--- src/rtl/wb_pwm.sv ---
// wb_pwm: Wishbone timer/PWM peripheral.
// It has a prescaled up-counter with a programmable period and CHANNELS
// double-buffered compare outputs. A wrap flag raises a level interrupt.
// The bus uses a zero-wait handshake: ack equals strobe and reads are combinational.
module wb_pwm #(
    parameter int unsigned CHANNELS = 4,
    parameter int unsigned CWIDTH   = 16
) (
    input  logic                clk,
    input  logic                arst,
    input  logic [3:0]          adr_i,
    input  logic [31:0]         dat_i,
    output logic [31:0]         dat_o,
    input  logic                we_i,
    input  logic                stb_i,
    output logic                ack_o,
    output logic [CHANNELS-1:0] pwm,
    output logic                irq
);

    // Control register fields
    logic              ctrl_en;
    logic              ctrl_ie;
    logic [7:0]        ctrl_pre;

    // Shadow registers are written by the bus. Active registers drive the outputs.
    logic [CWIDTH-1:0] period_s;
    logic [CWIDTH-1:0] period_a;
    logic [CWIDTH-1:0] duty_s [CHANNELS];
    logic [CWIDTH-1:0] duty_a [CHANNELS];

    // Timebase
    logic [7:0]        presc;
    logic [CWIDTH-1:0] count;
    logic              tick;
    logic              wrap_evt;
    logic              wrap_flag;

    // Bus write decode
    logic              wr_en;
    logic              wr_ctrl;
    logic              wr_period;
    logic              wr_status;
    logic              wr_count;
    logic [CHANNELS-1:0] wr_duty;
    logic [CWIDTH-1:0] wdata;

    // The upper data bits are only partly used, depending on CWIDTH.
    logic              unused_dat;

    assign unused_dat = ^dat_i;
    assign wdata      = dat_i[CWIDTH-1:0];
    assign wr_en      = stb_i & we_i;
    assign ack_o      = stb_i;
    assign irq        = wrap_flag & ctrl_ie;

    // Decode the word index into per-register write strobes.
    always_comb begin
        wr_ctrl   = wr_en && (adr_i == 4'd0);
        wr_period = wr_en && (adr_i == 4'd1);
        wr_status = wr_en && (adr_i == 4'd2);
        wr_count  = wr_en && (adr_i == 4'd3);
        wr_duty   = '0;
        for (int unsigned n = 0; n < CHANNELS; n++) begin
            wr_duty[n] = wr_en && (adr_i == 4'(4 + n));
        end
    end

    // A tick occurs when the prescaler reaches PRE. A wrap occurs when a tick finds the counter at the period.
    // A COUNT write suppresses both the increment and the wrap in that cycle.
    always_comb begin
        tick     = ctrl_en && (presc == ctrl_pre);
        wrap_evt = tick && !wr_count && (count == period_a);
    end

    // Control register
    always_ff @(posedge clk or posedge arst) begin
        if (arst) begin
            ctrl_en  <= 1'b0;
            ctrl_ie  <= 1'b0;
            ctrl_pre <= '0;
        end else if (wr_ctrl) begin
            ctrl_en  <= dat_i[0];
            ctrl_ie  <= dat_i[1];
            ctrl_pre <= dat_i[15:8];
        end
    end

    // Period and duty shadow registers
    always_ff @(posedge clk or posedge arst) begin
        if (arst) begin
            period_s <= '0;
            for (int unsigned n = 0; n < CHANNELS; n++) begin
                duty_s[n] <= '0;
            end
        end else begin
            if (wr_period) begin
                period_s <= wdata;
            end
            for (int unsigned n = 0; n < CHANNELS; n++) begin
                if (wr_duty[n]) begin
                    duty_s[n] <= wdata;
                end
            end
        end
    end

    // Actives follow the shadows every cycle while disabled, and once per wrap while running.
    always_ff @(posedge clk or posedge arst) begin
        if (arst) begin
            period_a <= '0;
            for (int unsigned n = 0; n < CHANNELS; n++) begin
                duty_a[n] <= '0;
            end
        end else if (!ctrl_en || wrap_evt) begin
            period_a <= period_s;
            for (int unsigned n = 0; n < CHANNELS; n++) begin
                duty_a[n] <= duty_s[n];
            end
        end
    end

    // Prescaler: it runs while enabled, returns to 0 on tick, and is cleared by a COUNT write.
    always_ff @(posedge clk or posedge arst) begin
        if (arst) begin
            presc <= '0;
        end else if (wr_count) begin
            presc <= '0;
        end else if (ctrl_en) begin
            presc <= tick ? 8'd0 : presc + 8'd1;
        end
    end

    // Counter: a bus load has priority over the tick.
    // A loaded value above the period counts up, rolls over at 2^CWIDTH and does not wrap.
    always_ff @(posedge clk or posedge arst) begin
        if (arst) begin
            count <= '0;
        end else if (wr_count) begin
            count <= wdata;
        end else if (tick) begin
            count <= (count == period_a) ? '0 : count + CWIDTH'(1);
        end
    end

    // Wrap flag: it is set by a wrap and cleared by writing 1. The set wins if both happen in one cycle.
    always_ff @(posedge clk or posedge arst) begin
        if (arst) begin
            wrap_flag <= 1'b0;
        end else if (wrap_evt) begin
            wrap_flag <= 1'b1;
        end else if (wr_status && dat_i[0]) begin
            wrap_flag <= 1'b0;
        end
    end

    // PWM outputs are registered compares against the active duty values.
    always_ff @(posedge clk or posedge arst) begin
        if (arst) begin
            pwm <= '0;
        end else begin
            for (int unsigned n = 0; n < CHANNELS; n++) begin
                pwm[n] <= ctrl_en && (count < duty_a[n]);
            end
        end
    end

    // Read-back mux. It is zero-extended, and unmapped indices read 0.
    always_comb begin
        dat_o = '0;
        case (adr_i)
            4'd0: dat_o = {16'h0000, ctrl_pre, 6'b000000, ctrl_ie, ctrl_en};
            4'd1: dat_o[CWIDTH-1:0] = period_s;
            4'd2: dat_o[0] = wrap_flag;
            4'd3: dat_o[CWIDTH-1:0] = count;
            default: begin
                for (int unsigned n = 0; n < CHANNELS; n++) begin
                    if (adr_i == 4'(4 + n)) begin
                        dat_o[CWIDTH-1:0] = duty_s[n];
                    end
                end
            end
        endcase
    end

endmodule

--- config.mk ---
export PLATFORM = sky130hd
export DESIGN_NAME = wb_pwm
export DESIGN_NICKNAME = d
export VERILOG_FILES = /design/src/rtl/wb_pwm.sv
export SDC_FILE = /design/constraint.sdc
export NUM_CORES = 1
export LEC_CHECK = 0
export ABC_CLOCK_PERIOD_IN_PS = 11500
export BUFFER_PORTS_ARGS = -buffer_cell sky130_fd_sc_hd__buf_4
export CORE_MARGIN = 5
export CORE_UTILIZATION = 42
export DETAILED_ROUTE_END_ITERATION = 8
export GPL_TIMING_DRIVEN = 0
export PLACE_DENSITY = 0.57
export SLEW_MARGIN = 25
export SYNTH_ARGS = -nofsm -noshare
export SYNTH_HDL_FRONTEND = slang
export SYNTH_SLANG_ARGS = --single-unit
--- constraint.sdc ---
create_clock -name clk -period 11.5 [get_ports clk]
set_clock_uncertainty 0.15 [all_clocks]
set_input_delay 2.3 -clock clk [delete_from_list [all_inputs] [get_ports clk]]
set_output_delay 2.3 -clock clk [all_outputs]
set_load 0.01 [all_outputs]
* After elaboration in Yosys (flattened, before gate mapping)
Index checks and enable logic that the tools add are counted.
** Word-level totals
- Register bits after elaboration :: 199
- Logic and storage cells :: 71
** Cells by class
- Mux-type cells :: 14
- Reductions and logical operators :: 23
- Equality and inequality tests :: 9
- Magnitude comparators :: 4
- Bitwise logic cells :: 2
- Add/sub/neg operators :: 2
** Operators with widths (count)
- $mux W16 :: 7
- $lt A16 B16 Y1 :: 4
- $pmux W15 S4 :: 1
- $mux W8 :: 3
- $add A16 B1 Y16 const B :: 1
- $eq A16 B16 Y1 :: 1
- $eq A4 B3 Y1 const B :: 4
- $logic_and A1 B1 Y1 :: 16
- $add A8 B1 Y8 const B :: 1
- $eq A4 B2 Y1 const B :: 2
- $eq A8 B8 Y1 :: 1
- $reduce_bool A2 Y1 :: 3
- $eq A4 B1 Y1 const B :: 1
- $logic_not A4 Y1 :: 1
- $pmux W1 S4 :: 1
- $and A1 B1 Y1 :: 2
- $logic_not A1 Y1 :: 2
- $mux W1 :: 2
- $logic_or A1 B1 Y1 :: 1

* Depth between registers and ports, before layout
- Depth after elaboration :: 6
- Mapped depth :: 9
- Depth with buffers taken out :: 8

* Least setup slack after synthesis
OpenSTA, ideal clock, no wires.
- Kind :: input-to-output
- From :: input adr_i[0]
- To :: output dat_o[10]
- Arrival time :: 3.542 ns
- Setup slack :: 5.508 ns
- Stages :: 5
- Path buffers :: 2
- Path through :: clkbuf_1 -> buf_2 -> mux4_2 -> a21oi_1 -> nor2_1
** On the way
- Longest elaborated chain between the ends :: 6
- Elaborated cells between the ends (all ways) :: 13
** Ends and longest elaborated chain
- start, declared :: RTL line 11 : input logic [3:0] adr_i,
- $eq A4 B3 Y1 :: RTL line 178 : if (adr_i == 4'(4 + n)) begin
- $mux W16 (4 in a row) :: RTL line 178
- $pmux W15 S4 * :: RTL line 171 : case (adr_i)
- end, declared :: RTL line 13 : output logic [31:0] dat_o,
Every way passes the cells marked *; elsewhere a longest branch is shown, timed or not.

* Worst setup path after layout
- From :: input adr_i[1]
- To :: output dat_o[9]
The elaborated chain is that of the path after synthesis.

==> run metrics <==
status finished clean; mapped cell area 10700 um2; most frequent cells in the layout dfrtp_1 (199), mux2_2 (90), mux2_1 (80); Tcrit/Tclk final 61.2%; Final Hold Vio Count 0; Worst Reg-to-Reg Cells 9; Remaining DRCs 0; GPL Wtd Cong 0.864; Worst Hold Endpoint duty_a[22]$_DFFE_PP0P_; Die Footprint 28700 um2; Fmax 142 MHz; multiplexer share of the synthesized area 23.1%; setup TNS 0 ns; required time of the critical path 9.05 ns; initial antenna violation count 0; layout cell share with drive strength beyond 1 21.6%; Area after DPL 11500 um2; I/O Buffers 44; reg2reg setup slack 8.34 ns; clock slew at reported path FFs 0.07 ns; First DRT Iteration DRCs 373; Synth Area in Simple Gates 7.41%; max_cap viols 0; Clock Path Buffers 2; post-route cell area 12100 um2; I/O pin count 78; # rows 58; Post-DRT Antenna Nets 0; DP HPWL 20400 um; routed via count 7169; vias per cell 5.40; Max VDD drop 103 uV; Placed Instances 1296; Hold WC Path Type register to register; sequential fraction of the synthesis area 46.7%; post-synthesis cell type count 50; Root Driver clkbuf_16; Final nets 1087; most common cell after layout, fill and taps aside dfrtp_1; Leak 0.00565 uW; drt total wl 27700 um; Setup Fix Bufs, Post-CTS 0; cts bufs inserted 17; Metal-1 WL 12600 um; Antenna diodes 0; Worst Hold Launch duty_a[22]$_DFFE_PP0P_; Cells after Synth 905; Synth Area in XOR/XNOR 2.54%; Die Width 169 um; worst setup path category input pin to output port; H-Tree Depth 4; FF-to-FF Start count[5]$_DFFE_PP0P_; Slew Viols, Final 0; # setup viols final 0; Compound-Gate Fraction of Synth Area 7.20%; nature of the critical path endpoint output port; Relative slew margins 29.0%; Reg-to-Reg End count[14]$_DFFE_PP0P_; PD cells 189 nW/um2; Slew @ Worst Pin 1.06 ns; largest family of logic cells by synthesized area multiplexers; Clk Latency, worst-skew pair 0.43 ns; top sig layer met4; type of origin of the critical path input pin; TritonRoute pass-1 iters 5; vias in the first global route 7143; RSZ-0062 raised after global routing no; Sink Count 199; Final Non-Filler Cells 1328; metal2 WL 13200 um; Final min period 7.03 ns; Seq cells post-synth 199; met3 routed WL 1220 um; CP Data Arrival Time 4.58 ns; Syn Area/Cell 11.8 um2; Starting Density 42.5%; largest net degree at the start of global routing 81; CTS tree yes; area grow syn2layout 13.7%; Yosys warning count 0; post-synthesis adder-cell area fraction 7.27%; Die Ht 169 um; crit-path max FO 10; grt ovf 0; Hold-fix buffers, CTS 0; Tot GR Track Use 19.7%; core footprint 25100 um2; first-pass GRT wire length 42600 um; Post-CTS Resized 0; Avg WL per Cell 20.8 um; hold path depth 1
==> cells in the mapped netlist (all sizes together) <==
library cell | n | area share, %
buf | 34 | 2.4
a32oi | 1 | 0.082
nor4bb | 1 | 0.094
o22ai | 6 | 0.35
a2111o | 4 | 0.42
or3 | 3 | 0.18
a21oi | 46 | 2.2
nand3 | 8 | 0.38
o22a | 1 | 0.082
nor2b | 7 | 0.41
nand4 | 12 | 0.70
o2bb2ai | 1 | 0.082
xor2 | 4 | 0.33
o211ai | 3 | 0.21
conb | 1 | 0.035
and3 | 12 | 0.70
a31oi | 14 | 0.82
nand2 | 30 | 1.1
nor3b | 2 | 0.14
ha | 62 | 7.3
a22oi | 3 | 0.21
clkbuf | 27 | 0.95
mux2i | 17 | 1.6
and4 | 1 | 0.082
nand4b | 2 | 0.16
mux4 | 17 | 3.6
nor4b | 3 | 0.25
a21o | 8 | 0.56
mux2 | 170 | 18
o21ai | 22 | 1.1
nor4 | 2 | 0.12
nor3 | 3 | 0.14
nand3b | 3 | 0.21
or4 | 1 | 0.070
a211o | 1 | 0.082
a221o | 4 | 0.38
and2 | 4 | 0.23
xnor2 | 27 | 2.2
inv | 68 | 2.4
o2111a | 2 | 0.21
nor2 | 54 | 1.9
nand2b | 10 | 0.59
o2111ai | 4 | 0.33
o41ai | 1 | 0.082
dfrtp | 199 | 47
==> area by class of cell <==
type,count,area [um2]
Fill cell,2402,13000
Clock inverter,13,166
Tap cell,330,413
Timing Repair Buffer,46,385
Multi-Input combinational cell,592,5140
Inverter,68,263
Sequential cell,199,4980
Buffer,61,359
Clock buffer,19,433
==> critical path: stages <==
cell and delay [ns]:
buf_4 0.11, clkbuf_1 0.48, buf_1 0.74, mux4_2 0.44
a21oi_1 0.26, nor2_1 0.07, buf_4 0.17
==> logic make-up (layout without fill, tap and decap cells) <==
| logic type | after synthesis | after routing |
|---|---|---|
| muxes | 204 | 204 |
| DFF | 199 | 199 |
| and+or+nand+nor | 158 | 158 |
| buffers and inverters | 129 | 207 |
| AOI/OAI and AO/OA | 121 | 121 |
| adders and majority gates | 62 | 62 |
| xor gates and xnor gates | 31 | 31 |
| other | 1 | 16 |
==> worst max-delay path by stage <==
stage	startpoint	end	slack, ns	cells past startpoint
4_1_cts	adr_i[1]	dat_o[9]	4.43	7
5_1_grt	adr_i[1]	dat_o[9]	4.35	7
3_5_place_dp	adr_i[1]	dat_o[9]	4.43	7
3_3_place_gp	arst	duty_s[35]$_DFFE_PP0P_	1.0	2
6_report	adr_i[1]	dat_o[9]	4.47	7
2_1_floorplan	arst	count[0]$_DFFE_PP0P_	3.62	1
==> registers in the layout (all words and copies together) (netlist names) <==
name       flops
count         16
ctrl_en        1
ctrl_ie        1
ctrl_pre       8
duty_a        64
duty_s        64
period_a      16
period_s      16
presc          8
pwm            4
wrap_flag      1
==> per-layer routing <==
metal / vias to the layer above / GRT usage [%]
li1: 3351 / -
met1: 3614 / 27.0
met2: 174 / 32.2
met3: 30 / 2.70
met4: 0 / 6.62
met5: - / 0
==> metrics by stage <==
stage               total power (uW)  util [%]  worst slack, ns  hold WS [ns]
floorplan                       1470         -             3.62         0.307
global placement                1680      45.7            0.997         0.319
detailed placement              1700      46.0             4.43         0.325
CTS                             2320      48.3             4.43         0.342
global route                    2440      48.3             4.35         0.347
finish                          2300      48.3             4.47         0.335
==> power breakdown <==
part / switching (uW) / leakage, uW / total, uW / internal, uW
registers: 144 / 0.00252 / 1010 / 866
logic: 340 / 0.00284 / 669 / 329
clock network: 290 / 0.000285 / 619 / 329
total: 774 / 0.00565 / 2300 / 1520
Note: power is estimated with default switching activity, not from simulation.
